[config.mk]
export PLATFORM = sky130hd
export DESIGN_NAME = centroid_accumulator_flat
export DESIGN_NICKNAME = d
export VERILOG_FILES = /design/src/rtl/centroid_accumulator_if.sv /design/src/rtl/centroid_accumulator.sv /design/src/flat_wrapper.sv
export SDC_FILE = /design/constraint.sdc
export NUM_CORES = 1
export LEC_CHECK = 0
export ABC_CLOCK_PERIOD_IN_PS = 23800
export CAP_MARGIN = 10
export CORE_UTILIZATION = 63
export DETAILED_ROUTE_END_ITERATION = 8
export GPL_ROUTABILITY_DRIVEN = 0
export MAX_ROUTING_LAYER = met4
export PLACE_DENSITY = 0.94
export SLEW_MARGIN = 20
export SYNTH_ARGS = -nofsm -noshare
export SYNTH_HDL_FRONTEND = slang
export SYNTH_SLANG_ARGS = --single-unit
[constraint.sdc]
create_clock -name clk -period 23.8 [get_ports clk]
set_input_delay 2.38 -clock clk [delete_from_list [all_inputs] [get_ports clk]]
set_output_delay 2.38 -clock clk [all_outputs]
set_load 0.1 [all_outputs]
[src/rtl/centroid_accumulator_if.sv]
// Bundle of handshake and bus signals around centroid_accumulator.
//   Sample stream : in_valid, in_ready, in_sof, in_eof, in_pos, in_weight
//   Divider side  : div_en, div_dividend, div_divisor, div_quotient, div_done
//   Result stream : out_valid, out_ready, out_centroid, out_count,
//                   out_empty, out_overflow
// Modports:
//   slave  - the accumulator itself (consumes samples, drives the divider,
//            produces results)
//   master - the surrounding environment (sample source, divider, result sink)
interface centroid_accumulator_if #(
    parameter int POS_W = 16,
    parameter int WT_W  = 16
);
    logic             in_valid;
    logic             in_ready;
    logic             in_sof;
    logic             in_eof;
    logic [POS_W-1:0] in_pos;
    logic [WT_W-1:0]  in_weight;

    logic             div_en;
    logic [63:0]      div_dividend;
    logic [63:0]      div_divisor;
    logic [31:0]      div_quotient;
    logic             div_done;

    logic             out_valid;
    logic             out_ready;
    logic [31:0]      out_centroid;
    logic [15:0]      out_count;
    logic             out_empty;
    logic             out_overflow;

    modport slave (
        input  in_valid, in_sof, in_eof, in_pos, in_weight,
        output in_ready,
        output div_en, div_dividend, div_divisor,
        input  div_quotient, div_done,
        output out_valid, out_centroid, out_count, out_empty, out_overflow,
        input  out_ready
    );

    modport master (
        output in_valid, in_sof, in_eof, in_pos, in_weight,
        input  in_ready,
        input  div_en, div_dividend, div_divisor,
        output div_quotient, div_done,
        input  out_valid, out_centroid, out_count, out_empty, out_overflow,
        output out_ready
    );
endinterface

[src/rtl/centroid_accumulator.sv]
// Weighted-centroid front end for binary_divider.
// Accumulates sum(w*p) and sum(w) over a frame delimited by sof/eof, hands
// (sum(w*p) << FRAC_BITS) and sum(w) to the divider, captures the quotient
// and presents one result per frame.
// Ports:
//   clk   - clock
//   reset - synchronous, active-high reset
//   bus   - centroid_accumulator_if.slave: sample stream in, divider
//           start/operands out, divider quotient/done in, result stream out
// All outputs are registered except bus.in_ready, which decodes the state.
module centroid_accumulator #(
    parameter int POS_W     = 16,
    parameter int WT_W      = 16,
    parameter int FRAC_BITS = 8
) (
    input logic                   clk,
    input logic                   reset,
    centroid_accumulator_if.slave bus
);
    localparam int NUM_W    = 48;
    localparam int DEN_W    = 32;
    localparam int PROD_W   = POS_W + WT_W;
    localparam int SCALED_W = NUM_W + FRAC_BITS;

    typedef enum logic [1:0] {
        ACCUM,
        ISSUE,
        WAIT_DIV,
        OUTPUT
    } state_t;

    state_t            state_reg;
    logic              frame_open_reg;
    logic [NUM_W-1:0]  num_reg;
    logic [DEN_W-1:0]  den_reg;
    logic [15:0]       count_reg;
    logic              overflow_reg;
    logic              empty_reg;
    logic              div_en_reg;
    logic [63:0]       dividend_reg;
    logic [63:0]       divisor_reg;
    logic              out_valid_reg;
    logic [31:0]       centroid_reg;

    logic [PROD_W-1:0]   product;
    logic [NUM_W-1:0]    num_add;
    logic [DEN_W-1:0]    den_add;
    logic [NUM_W-1:0]    num_next;
    logic [DEN_W-1:0]    den_next;
    logic [15:0]         count_next;
    logic                overflow_next;
    logic [SCALED_W-1:0] scaled_num;
    logic [63:0]         dividend_next;

    // Operands are zero-extended so the product keeps its full width.
    assign product = {{WT_W{1'b0}}, bus.in_pos} * {{POS_W{1'b0}}, bus.in_weight};

    always_comb begin
        num_add                = '0;
        num_add[PROD_W-1:0]    = product;
        den_add                = '0;
        den_add[WT_W-1:0]      = bus.in_weight;
    end

    // A sof sample restarts the sums with itself; otherwise it adds on.
    always_comb begin
        num_next      = bus.in_sof ? num_add : num_reg + num_add;
        den_next      = bus.in_sof ? den_add : den_reg + den_add;
        count_next    = count_reg;
        overflow_next = overflow_reg;
        if (bus.in_sof) begin
            count_next    = 16'd1;
            overflow_next = 1'b0;
        end else if (count_reg == 16'hFFFF) begin
            overflow_next = 1'b1;
        end else begin
            count_next = count_reg + 16'd1;
        end
    end

    assign scaled_num = {num_next, {FRAC_BITS{1'b0}}};

    // Map the scaled numerator onto the 64-bit divider bus, truncating or
    // zero-padding depending on FRAC_BITS.
    generate
        for (genvar gi = 0; gi < 64; gi++) begin : g_dividend
            if (gi < SCALED_W) begin : g_bit
                assign dividend_next[gi] = scaled_num[gi];
            end else begin : g_pad
                assign dividend_next[gi] = 1'b0;
            end
        end
    endgenerate

    always_ff @(posedge clk) begin
        if (reset) begin
            state_reg      <= ACCUM;
            frame_open_reg <= 1'b0;
            num_reg        <= '0;
            den_reg        <= '0;
            count_reg      <= '0;
            overflow_reg   <= 1'b0;
            empty_reg      <= 1'b0;
            div_en_reg     <= 1'b0;
            dividend_reg   <= '0;
            divisor_reg    <= '0;
            out_valid_reg  <= 1'b0;
            centroid_reg   <= '0;
        end else begin
            case (state_reg)
                ACCUM: begin
                    // Samples outside an open frame are dropped silently.
                    if (bus.in_valid && (bus.in_sof || frame_open_reg)) begin
                        num_reg        <= num_next;
                        den_reg        <= den_next;
                        count_reg      <= count_next;
                        overflow_reg   <= overflow_next;
                        frame_open_reg <= 1'b1;
                        if (bus.in_sof) begin
                            empty_reg <= 1'b0;
                        end
                        if (bus.in_eof) begin
                            frame_open_reg <= 1'b0;
                            if (den_next == '0) begin
                                // Nothing to divide by: report an empty frame.
                                empty_reg     <= 1'b1;
                                centroid_reg  <= '0;
                                out_valid_reg <= 1'b1;
                                state_reg     <= OUTPUT;
                            end else begin
                                div_en_reg    <= 1'b1;
                                dividend_reg  <= dividend_next;
                                divisor_reg   <= {32'b0, den_next};
                                state_reg     <= ISSUE;
                            end
                        end
                    end
                end
                ISSUE: begin
                    div_en_reg <= 1'b0;
                    state_reg  <= WAIT_DIV;
                end
                WAIT_DIV: begin
                    // The divider only presents its quotient during div_done.
                    if (bus.div_done) begin
                        centroid_reg  <= bus.div_quotient;
                        out_valid_reg <= 1'b1;
                        state_reg     <= OUTPUT;
                    end
                end
                OUTPUT: begin
                    if (bus.out_ready) begin
                        out_valid_reg <= 1'b0;
                        state_reg     <= ACCUM;
                    end
                end
                default: state_reg <= ACCUM;
            endcase
        end
    end

    assign bus.in_ready     = (state_reg == ACCUM);
    assign bus.div_en       = div_en_reg;
    assign bus.div_dividend = dividend_reg;
    assign bus.div_divisor  = divisor_reg;
    assign bus.out_valid    = out_valid_reg;
    assign bus.out_centroid = centroid_reg;
    // Count and overflow only move in ACCUM, so they are stable in OUTPUT.
    assign bus.out_count    = count_reg;
    assign bus.out_empty    = empty_reg;
    assign bus.out_overflow = overflow_reg;
endmodule

[src/flat_wrapper.sv]
// flat-port wrapper written by rule: the top's interface ports become plain ports
module centroid_accumulator_flat 
#(
    parameter int POS_W     = 16,
    parameter int WT_W      = 16,
    parameter int FRAC_BITS = 8
)
  (clk, reset, bus_in_valid, bus_in_sof, bus_in_eof, bus_in_pos, bus_in_weight, bus_in_ready, bus_div_en, bus_div_dividend, bus_div_divisor, bus_div_quotient, bus_div_done, bus_out_valid, bus_out_centroid, bus_out_count, bus_out_empty, bus_out_overflow, bus_out_ready);
  centroid_accumulator_if #(.POS_W(POS_W), .WT_W(WT_W)) bus_i ();
  input logic clk;
  input logic reset;
  input wire logic [$bits(bus_i.in_valid)-1:0] bus_in_valid;
  input wire logic [$bits(bus_i.in_sof)-1:0] bus_in_sof;
  input wire logic [$bits(bus_i.in_eof)-1:0] bus_in_eof;
  input wire logic [$bits(bus_i.in_pos)-1:0] bus_in_pos;
  input wire logic [$bits(bus_i.in_weight)-1:0] bus_in_weight;
  output wire logic [$bits(bus_i.in_ready)-1:0] bus_in_ready;
  output wire logic [$bits(bus_i.div_en)-1:0] bus_div_en;
  output wire logic [$bits(bus_i.div_dividend)-1:0] bus_div_dividend;
  output wire logic [$bits(bus_i.div_divisor)-1:0] bus_div_divisor;
  input wire logic [$bits(bus_i.div_quotient)-1:0] bus_div_quotient;
  input wire logic [$bits(bus_i.div_done)-1:0] bus_div_done;
  output wire logic [$bits(bus_i.out_valid)-1:0] bus_out_valid;
  output wire logic [$bits(bus_i.out_centroid)-1:0] bus_out_centroid;
  output wire logic [$bits(bus_i.out_count)-1:0] bus_out_count;
  output wire logic [$bits(bus_i.out_empty)-1:0] bus_out_empty;
  output wire logic [$bits(bus_i.out_overflow)-1:0] bus_out_overflow;
  input wire logic [$bits(bus_i.out_ready)-1:0] bus_out_ready;
  assign bus_i.in_valid = bus_in_valid;
  assign bus_i.in_sof = bus_in_sof;
  assign bus_i.in_eof = bus_in_eof;
  assign bus_i.in_pos = bus_in_pos;
  assign bus_i.in_weight = bus_in_weight;
  assign bus_in_ready = bus_i.in_ready;
  assign bus_div_en = bus_i.div_en;
  assign bus_div_dividend = bus_i.div_dividend;
  assign bus_div_divisor = bus_i.div_divisor;
  assign bus_i.div_quotient = bus_div_quotient;
  assign bus_i.div_done = bus_div_done;
  assign bus_out_valid = bus_i.out_valid;
  assign bus_out_centroid = bus_i.out_centroid;
  assign bus_out_count = bus_i.out_count;
  assign bus_out_empty = bus_i.out_empty;
  assign bus_out_overflow = bus_i.out_overflow;
  assign bus_i.out_ready = bus_out_ready;
  centroid_accumulator #(.POS_W(POS_W), .WT_W(WT_W), .FRAC_BITS(FRAC_BITS)) u_core (.clk(clk), .reset(reset), .bus(bus_i));
endmodule
==> flow_summary.ini, run 1 <==
[run_status]
status = complete, but fails checks
violations = design-rule violations

[layout]
seq_area_mm2 = 0.00430
fill_cells = 2281
fin_util_pct = 71.8
diodes = 0
area_growth_pct = 12.2
final_nets = 3144
drive_gt1_share_pct = 3.33
multi_input_area_mm2 = 0.0154

[clock_network]
cts_made_buffers = 23
clk_latency_ns = 0.55
clk_pin_slew_ns = 0.06
htreeDepth = 1
cts.sink_count = 215
cts_tree = yes
post_cts_buffers = 0
cts_root_buf = clkbuf_16
cts_buffer_depth = 3
cts_hold_buf = 0
cts_resized = 0

[drt]
drtIter0Drc = 2160
vias = 20489
wire_per_inst_um = 19.9
viasPerCell = 6.45
drc = 1
antenna_left = 0
wl_um = 63200
dr.pass1.iters = 9

[logic_synthesis]
yosysSeqAreaShare_pct = 20.1
synth_top_area_share_pct = 20.1
synth-edff-count = 0
synth.cell_area_mm2 = 0.0214
synth_warnings = 0
async_flop_share_pct = 0
synth-main-ff-cell = dfxtp_1
synth_cell_type_count = 85
synth_seq_cells = 215
yosysTopAreaCell = dfxtp_1
postSynthAreaPerCell_um2 = 8.12
syn_inst = 2640
synth_top_cells_by_area = dfxtp_1, fa_1, ha_1

[floorplan]
start_util_pct = 64.0
core-area_mm2 = 0.0335
dieArea_mm2 = 0.0348
dieHeight_um = 186
die_w_um = 186
row_count = 67
num_io_pins = 252

[worst_setup_path]
reg2reg_setup_slack_ns = 19.18
worstRegToRegCells = 14
path_common_cell = fa_1
critPathLaunchType = input pin
cp_slowest_cell = clkdlybuf4s50_1
cp-end-kind = flop
arrival_ns = 12.35
path_class = input pin to flop
setup.worst_path.start = bus_in_weight[1]
crit_fanout = 19
cp.required_ns = 24.25
r2r_end = u_core.bus.div_dividend[55]
critical-path-max-stage-delay_ns = 1.08
reg2reg_from = u_core.den_reg[0]

[sta]
setup_tns_ns = 0
fin_crit_sh_pct = 50.0
finalSetupViolCount = 0
tightest_slew_ns = 1.10
whs_ns = 0.475
fmax_mhz = 84.0
max_slew_margin_pct = 26.6
rsz0062_at_grt = no
period_minus_slack_ns = 11.90
hold_violations = 0
final_max_slew_viol_count = 0
finClkSkew_ns = 0.0212

[run]
maxCapViolCount = 0

[global_routing]
gr-total-overflow = 0
antenna_found_initial = 0
grt_pass1_wl_um = 102000
grt_max_degree = 99
grt_pass1_vias = 20643
grtUsageTotal_pct = 36.6

[hold_path]
min_path_cells = 2
min_from = u_core.bus.div_divisor[28]
holdPathEnd = u_core.bus.div_divisor[28]
hold_class = flop to flop

[place]
port_buffers = 203
dp_hpwl_um = 44400
[layer usage]
layer	global-route usage [%]	wire [um]	vias to the layer above
met2	59.6	29600	1412
li1	-	-	9049
met5	-	0	-
met1	41.8	22600	9666
met3	8.84	7200	362
met4	19.3	3800	0
[layout make-up]
cell class	instances	share of cell area, %
Clock inverter	10	0.530
Clock buffer	28	2.47
Timing Repair Buffer	217	8.84
Multi-Input combinational cell	1996	63.8
Sequential cell	215	17.9
Inverter	264	4.12
Tap cell	448	2.33
[layout by cell type (no fill, tap or decap), types with 59 or more instances in the layout]
master,netlist,layout
nand2_1,299,299
xnor2_1,59,59
and2_1,132,131
a211oi_1,81,81
nor2_1,163,161
o21ai_0,103,103
ha_1,160,160
fa_1,196,196
a21oi_1,194,193
inv_1,262,261
clkdlybuf4s50_1,0,200
nand3_1,81,81
dfxtp_1,215,215
[worst max-delay path, delay by kind of cell]
| kind | cells | cell delay, ns |
|---|---|---|
| AOI/OAI and AO/OA | 8 | 2.61 |
| xor gates and xnor gates | 1 | 0.12 |
| adders and majority gates | 8 | 4.08 |
| buffers and inverters | 5 | 1.39 |
| and+or+nand+nor | 8 | 1.76 |
[cell usage after synthesis (6+ instances only)]
cell / instances
a211oi_1: 81
a21boi_0: 7
a21o_1: 28
a21oi_1: 194
a31oi_1: 11
and2_1: 132
and3_1: 26
and4_1: 6
buf_1: 10
buf_2: 15
buf_4: 49
clkbuf_1: 136
dfxtp_1: 215
fa_1: 196
ha_1: 160
inv_1: 262
mux2i_1: 19
nand2_1: 299
nand2b_1: 12
nand3_1: 81
nand4_1: 48
nor2_1: 163
nor2b_1: 10
nor3_1: 51
nor3b_1: 7
nor4_1: 11
o2111ai_1: 38
o211ai_1: 19
o21a_1: 9
o21ai_0: 103
o31ai_1: 12
or2_2: 8
or3_1: 19
or4_1: 6
xnor2_1: 59
xor2_1: 39
[worst max-delay path by stage]
stage / end / slack, ns
detailed placement: u_core.num_reg[41] / 11.51
CTS: u_core.num_reg[45] / 11.89
global placement: u_core.num_reg[41] / 11.82
floorplan: u_core.bus.div_dividend[55] / 13.41
finish: u_core.num_reg[45] / 11.90
global route: u_core.num_reg[45] / 11.51
[through the flow]
step | setup slack [ns] | instances | area, um^2
detailed placement | 11.51 | 3140 | 23300
finish | 11.90 | 3178 | 24100
global route | 11.51 | 3178 | 24100
CTS | 11.89 | 3178 | 24100
floorplan | 13.41 | 2687 | 21600
global placement | 11.82 | 3140 | 23300
[cells by family after synthesis]
kind of cell	count (synthesis)	share of synthesized area, %
AO/OA/AOI/OAI	576	17.4
XOR/XNOR	98	4.00
adder cells (fa/ha/maj)	356	27.6
buffers and inverters	476	9.35
flip-flops	215	20.1
multiplexers	25	1.20
other	1	0.0175
AND/OR/NAND/NOR	893	20.3
Power of run 1 is left out: the tool's default activity adds up to more than one toggle a clock period on the data nets, which glitch-free logic cannot reach.
==> inputs of run 2 (changes only) <==
Settings changed: ABC_CLOCK_PERIOD_IN_PS 23800 to 10100, CORE_UTILIZATION 63 to 53, PLACE_DENSITY 0.94 to 0.85.
Clock period 23.8 ns to 10.1 ns, I/O delays scaled along.
==> flow_summary.ini, run 2 (synthesized netlist as in run 1, its figures left out) <==
[place]
port_buffers = 203
dp_hpwl_um = 45300

[worst_setup_path]
path_common_cell = fa_1
critPathLaunchType = input pin
cp_slowest_cell = clkdlybuf4s50_1
reg2reg_from = u_core.den_reg[2]
worstRegToRegCells = 13
r2r_end = u_core.bus.div_dividend[11]
cp.required_ns = 10.57
crit_fanout = 11
path_class = input pin to flop
cp_top_family = adder cells
critical-path-max-stage-delay_ns = 0.89
cp_num_buf_inv = 5
cp-end-kind = flop
reg2reg_setup_slack_ns = 5.11
arrival_ns = 9.98

[global_routing]
grt_pass1_vias = 19730
gr-total-overflow = 0
antenna_found_initial = 0
grt_max_degree = 96
grtUsageTotal_pct = 30.4
grt_pass1_wl_um = 99600

[drt]
wl_um = 61100
drtIter0Drc = 1643
viasPerCell = 5.97
dr.pass1.iters = 7
vias = 19692
wire_per_inst_um = 18.5
drc = 1
antenna_left = 0

[clock_network]
cts_tree = yes
cts_buffer_depth = 3
clk_pin_slew_ns = 0.06
post_cts_buffers = 0
cts_made_buffers = 25
cts_root_buf = clkbuf_16
clk_latency_ns = 0.57
htreeDepth = 1
cts.sink_count = 215
cts_resized = 0
cts_hold_buf = 0

[floorplan]
start_util_pct = 53.8
core-area_mm2 = 0.0398
die_w_um = 203
dieHeight_um = 203
dieArea_mm2 = 0.0413
row_count = 73
num_io_pins = 252

[layout]
final_common_cell = nand2_1
diodes = 0
final_nets = 3183
final_cell_mix = nand2_1, inv_1, dfxtp_1
fill_cells = 3335
area_growth_pct = 14.4
drive_gt1_share_pct = 4.97

[sta]
finalSetupViolCount = 0
setup_tns_ns = 0
fin_crit_sh_pct = 94.1
max_slew_margin_pct = 29.5
hold_violations = 0
final_max_slew_viol_count = 0
rsz0062_at_grt = no
fmax_mhz = 105
finClkSkew_ns = 0.0310
tightest_slew_ns = 1.05
period_minus_slack_ns = 9.51

[hold_path]
min_from = u_core.den_reg[7]
min_path_cells = 2
hold_class = flop to flop
holdPathEnd = u_core.den_reg[7]

[run]
maxCapViolCount = 0

[run_status]
status = complete, but fails checks
violations = design-rule violations
run 2: cell types whose count changed in the layout (fill, tap and decap cells not counted), sizes merged:
cell | before | now
buf | 17 | 54
clkdlybuf4s50 | 200 | 199
inv | 265 | 266
dlymetal6s2s | 0 | 1
clkinv | 6 | 13
bufinv | 2 | 1
clkbuf | 28 | 29
run 2: how the worst max path moves through the flow:
stage | start | end | slack (ns) | depth (start not counted)
final | bus_in_weight[2] | u_core.num_reg[34] | 0.59 | 30
after global routing | bus_in_weight[1] | u_core.num_reg[41] | 0.002 | 32
after CTS | bus_in_weight[6] | u_core.num_reg[41] | 0.67 | 32
after detailed placement | bus_in_weight[6] | u_core.num_reg[41] | 0.19 | 30
after global placement | bus_in_weight[6] | u_core.num_reg[41] | 0.30 | 30
after floorplan | bus_in_weight[1] | u_core.bus.div_dividend[55] | 1.08 | 32
run 2: metal layers:
metal / part of all wire (%) / global-route usage (%)
met1: 39 / 37.7
met2: 47 / 48.9
met3: 8.9 / 5.26
met4: 4.5 / 13.2
met5: 0 / -
run 2: stage by stage:
step	std cells	setup slack, ns	hold WS [ns]	utilization [%]	cell area [um^2]
after floorplan	2687	1.08	0.440	-	21600
after global placement	3254	0.305	0.446	59.5	23700
after detailed placement	3254	0.186	0.455	59.5	23700
after CTS	3300	0.671	0.463	61.6	24500
after global routing	3300	0.00233	0.493	61.6	24500
final	3300	0.593	0.466	61.6	24500
run 2: tightest hold or removal path: cells and delay by family, from the launching register on:
family,cells,cell delay [ns]
and+or+nand+nor,1,0.05
DFF,1,0.31
AOI/OAI and AO/OA,1,0.05
run 2: final cells by class:
type / count / area [um^2] / share of cell area [%]
inverter: 264 / 991 / 4.04
sequential: 215 / 4300 / 17.6
timing repair buffer: 254 / 2410 / 9.82
clock inverter: 17 / 146 / 0.597
clock buffer: 29 / 661 / 2.69
multi-input combinational: 1996 / 15400 / 62.6
tap: 525 / 657 / 2.68
Power of run 2 is left out for the same reason.
==> inputs of run 3 (changes only) <==
--- a/config.mk
+++ b/config.mk
@@ -6,11 +6,11 @@
 export NUM_CORES = 1
 export LEC_CHECK = 0
-export ABC_CLOCK_PERIOD_IN_PS = 10100
+export ABC_CLOCK_PERIOD_IN_PS = 12300
 export CAP_MARGIN = 10
-export CORE_UTILIZATION = 53
+export CORE_UTILIZATION = 63
 export DETAILED_ROUTE_END_ITERATION = 8
 export GPL_ROUTABILITY_DRIVEN = 0
 export MAX_ROUTING_LAYER = met4
-export PLACE_DENSITY = 0.85
+export PLACE_DENSITY = 0.94
 export SLEW_MARGIN = 20
 export SYNTH_ARGS = -nofsm -noshare
==> constraint.sdc (replaced) <==
create_clock -name clk -period 12.3 [get_ports clk]
set_input_delay 1.23 -clock clk [delete_from_list [all_inputs] [get_ports clk]]
set_output_delay 1.23 -clock clk [all_outputs]
set_load 0.05 [all_outputs]
==> flow_summary.ini, run 3 (synthesized netlist as in run 1, its figures left out) <==
[global_routing]
grtUsageTotal_pct = 36.5
grt_max_degree = 99
antenna_found_initial = 0
grt_pass1_wl_um = 102000
grt_pass1_vias = 20729
gr-total-overflow = 0

[clock_network]
cts_hold_buf = 0
cts.sink_count = 215
clk_pin_slew_ns = 0.06
cts_buffer_depth = 3
cts_tree = yes
cts_root_buf = clkbuf_16
clk_latency_ns = 0.54
htreeDepth = 1
post_cts_buffers = 0
cts_resized = 0
cts_made_buffers = 23

[floorplan]
num_io_pins = 252
start_util_pct = 64.0
core-area_mm2 = 0.0335
row_count = 67
die_w_um = 186
dieArea_mm2 = 0.0348
dieHeight_um = 186

[sta]
period_minus_slack_ns = 11.08
setup_tns_ns = 0
tightest_slew_ns = 1.17
fmax_mhz = 90.3
hold_violations = 0
fin_crit_sh_pct = 90.1
finClkSkew_ns = 0.0225
rsz0062_at_grt = no
final_max_slew_viol_count = 0
max_slew_margin_pct = 21.7
finalSetupViolCount = 0

[layout]
fill_cells = 2282
diodes = 0
area_growth_pct = 12.7
drive_gt1_share_pct = 3.55
final_cell_mix = nand2_1, inv_1, dfxtp_1
seq_area_mm2 = 0.00430
multi_input_area_mm2 = 0.0154
final_nets = 3145
final_common_cell = nand2_1

[worst_setup_path]
path_class = input pin to flop
crit_fanout = 19
worstRegToRegCells = 14
path_common_cell = fa_1
cp_slowest_cell = clkdlybuf4s50_1
cp.required_ns = 12.70
critical-path-max-stage-delay_ns = 1.11
arrival_ns = 11.48
critPathLaunchType = input pin
cp-end-kind = flop

[drt]
wl_um = 62800
dr.pass1.iters = 6
viasPerCell = 6.44
vias = 20483
drtIter0Drc = 2239
wire_per_inst_um = 19.7
antenna_left = 0
drc = 0

[hold_path]
hold_class = flop to flop
min_path_cells = 2

[place]
port_buffers = 203
dp_hpwl_um = 44300

[run_status]
status = finished clean

[run]
maxCapViolCount = 0
==> run 3: cell count changes in the layout (fill, tap and decap cells not counted), sizes merged <==
cell	change
dlymetal6s2s	-1
inv	-1
bufinv	+3
buf	-36
clkinvlp	+1
clkdlybuf4s50	+1
clkinv	-7
==> run 3: layout make-up <==
class,instances,share of cell area [%]
inverters,264,4.10
clock inverters,13,0.823
well taps,448,2.32
clock buffers,29,2.60
multi-input cells,1996,63.5
repair buffers,218,8.83
flip-flops and latches,215,17.8
==> run 3: stage by stage <==
| stage | hold WS, ns | cell area (um^2) | util (%) | std cells | setup WS [ns] |
|---|---|---|---|---|---|
| 4_1_cts | 0.466 | 24200 | 72.1 | 3183 | 1.62 |
| 3_5_place_dp | 0.457 | 23300 | 69.6 | 3141 | 1.20 |
| 6_report | 0.466 | 24200 | 72.1 | 3183 | 1.22 |
| 3_3_place_gp | 0.451 | 23300 | 69.6 | 3141 | 1.49 |
| 2_1_floorplan | 0.440 | 21600 | - | 2687 | 3.06 |
| 5_1_grt | 0.485 | 24200 | 72.1 | 3183 | 0.725 |
==> run 3: final timing paths <==
check	endpoint	start	slack [ns]
max	u_core.bus.div_dividend[49]	bus_in_weight[1]	1.22
min	u_core.num_reg[2]	u_core.num_reg[2]	0.47
max reg2reg	u_core.bus.div_dividend[55]	u_core.den_reg[0]	7.36
min reg2reg	u_core.num_reg[2]	u_core.num_reg[2]	0.47
==> run 3: layer usage <==
metal / vias up / share of wire (%) / global-route usage [%]
met5: - / 0 / -
li1: 9049 / - / -
met4: 0 / 5.8 / 21.1
met3: 345 / 11 / 7.73
met2: 1402 / 46 / 58.2
met1: 9687 / 37 / 42.8
==> run 3: critical path, delay by kind of cell <==
kind                       cells  cell delay (ns)
adders and majority gates      8             4.03
AOI/OAI and AO/OA              9             3.28
buffers and inverters          5             1.44
and+or+nand+nor                6             1.19
xor gates and xnor gates       2             0.32
Power of run 3 is left out for the same reason.
==> RTL change: new RTL, settings of run 2 <==
`WT_W` is set to 16 in 3 places; all go to 14.
--- a/src/rtl/centroid_accumulator_if.sv
+++ b/src/rtl/centroid_accumulator_if.sv
@@ -11,3 +11,3 @@
     parameter int POS_W = 16,
-    parameter int WT_W  = 16
+    parameter int WT_W  = 14
 );
--- a/src/rtl/centroid_accumulator.sv
+++ b/src/rtl/centroid_accumulator.sv
@@ -12,3 +12,3 @@
     parameter int POS_W     = 16,
-    parameter int WT_W      = 16,
+    parameter int WT_W      = 14,
     parameter int FRAC_BITS = 8
--- a/src/flat_wrapper.sv
+++ b/src/flat_wrapper.sv
@@ -4,3 +4,3 @@
     parameter int POS_W     = 16,
-    parameter int WT_W      = 16,
+    parameter int WT_W      = 14,
     parameter int FRAC_BITS = 8
Ports: changed (resized bus_in_weight); port bits go from 252 to 250. No check against the original RTL was run, so the function may have changed too.
==> RTL change against run 2 <==
  * Setup slack worse by 0.044 ns
  * Wire length down 4.0%
  * Global-route usage up 0.19 points
  * Register-to-register slack worse by 0.36 ns
  * Synthesized area down 4.8%
  * Utilization up 0.80 points
  * Sequential cell count unchanged
  * Final area down 4.0%
Power is not shown: default switching activity piles up to over one toggle a cycle in this logic, so the estimate is an artifact.
==> RTL change: results (changes against run 2) <==
- Status: finished, final reports clean (was complete, but fails checks)
- Setup violators final: 0 (unchanged)
- Global routing usage on met2: 49.75% (was 48.89%)
- Compound-Gate Fraction of Synth Area: 21.12% (was 17.40%)
- Xor and xnor area share after synthesis: 3.731% (was 4.003%)
- Layout cells sized above 1: 6.044% (was 4.973%)
- Signal buffers: 257 (was 254)
- CP Data Arrival Time: 9.99 ns (was 9.98 ns)
- Clkbuf count: 28 (was 29)
- Met3 Routed Length: 5410 um (was 5461 um)
- IO Port Bufs: 201 (was 203)
- Total Wirelength: 58660 um (was 61090 um)
- CP peak stage delay: 0.65 ns (was 0.89 ns)
- Multiplexer area fraction after synthesis: 1.158% (was 1.202%)
- Fillers: 3056 (was 3335)
- Area of the multi-input gates: 14570 um^2 (was 15360 um^2)
- R2R Path Start: u_core.den_reg[0] (was u_core.den_reg[2])
- Worst Path Max Fanout: 12 (was 11)
- Setup WS pre-CTS: -0.2270 ns (was 0.1856 ns)
- First-pass GRT wire length: 95300 um (was 99620 um)
- Via count: 19090 (was 19690)
- Max cap viols: 0 (unchanged)
- Met3 Track Usage GR: 5.195% (was 5.257%)
- GRT Overall Usage: 30.62% (was 30.43%)
- CTS buffer count: 23 (was 25)
- Part of the cycle the worst path needs: 94.56% (was 94.13%)
- Top cells by area, synth: dfxtp_1, fa_1, ha_1, nand2_1, a21oi_1 (was dfxtp_1, fa_1, ha_1, nand2_1, inv_1)
- Inverters: 211 (was 264)
- Seq area share: 18.27% (was 17.55%)
- Detailed placement HPWL: 42730 um (was 45290 um)
- # nets final: 2977 (was 3183)
- Met1 Use GR: 38.25% (was 37.69%)
- Number of flip-flops and latches: 215 (unchanged)
- CP Capture Point: u_core.num_reg[43] (was u_core.num_reg[34])
- Worst flop-to-flop path endpoint: u_core.bus.div_divisor[24] (was u_core.bus.div_dividend[11])
- Clock buf/inv share: 3.453% (was 3.291%)
- Comb_multi_in: 1889 (was 1996)
- Clk_skew: 0.02207 ns (was 0.03102 ns)
- Syn avg cell area: 8.258 um^2 (was 8.123 um^2)
- Routed wl met2: 27890 um (was 28810 um)
- Synth Area in Adders: 25.19% (was 27.63%)
- Met1 WL: 23570 um (was 24100 um)
- Hold EP: u_core.bus.out_empty (was u_core.den_reg[7])
- Placed cell areas: 22700 um^2 (was 23710 um^2)
- Worst Reg-to-Reg Cells: 14 (was 13)
- DRT iter0 DRCs: 1792 (was 1643)
- Largest net degree at the start of global routing: 129 (was 96)
- Register area share after synthesis: 21.08% (was 20.07%)
- Synth cell count leaders: nand2_1, dfxtp_1, inv_1, nor2_1, a21oi_1 (was nand2_1, inv_1, dfxtp_1, fa_1, a21oi_1)
==> RTL change: cell count changes after synthesis, sizes merged, moves of 15 or more <==
cell     before  now
a211oi       81   98
a21oi       197  175
a221o         5   33
a22oi         1   37
clkbuf      136  121
fa          196  167
ha          160  144
inv         263  211
nand2       300  253
nand3        81   45
nand4        48   24
nor2        163  200
nor3         51   29
o2111ai      39    5
==> RTL change: worst max-delay path: cells and delay by family <==
kind                     cells  cell delay (ns)
AO/OA/AOI/OAI                8             1.93
XOR/XNOR                     1             0.10
adder cells (fa/ha/maj)      8             3.79
buffers and inverters        6             1.22
AND/OR/NAND/NOR             10             1.91
==> RTL change: stage by stage <==
| step | setup TNS [ns] | util (%) | std cells |
|---|---|---|---|
| after detailed placement | -2.668 | 60.11 | 3083 |
| after global routing | 0 | 62.38 | 3128 |
| after CTS | 0 | 62.27 | 3125 |
| final | 0 | 62.38 | 3128 |
| after floorplan | 0 | - | 2520 |
| after global placement | 0 | 60.11 | 3083 |
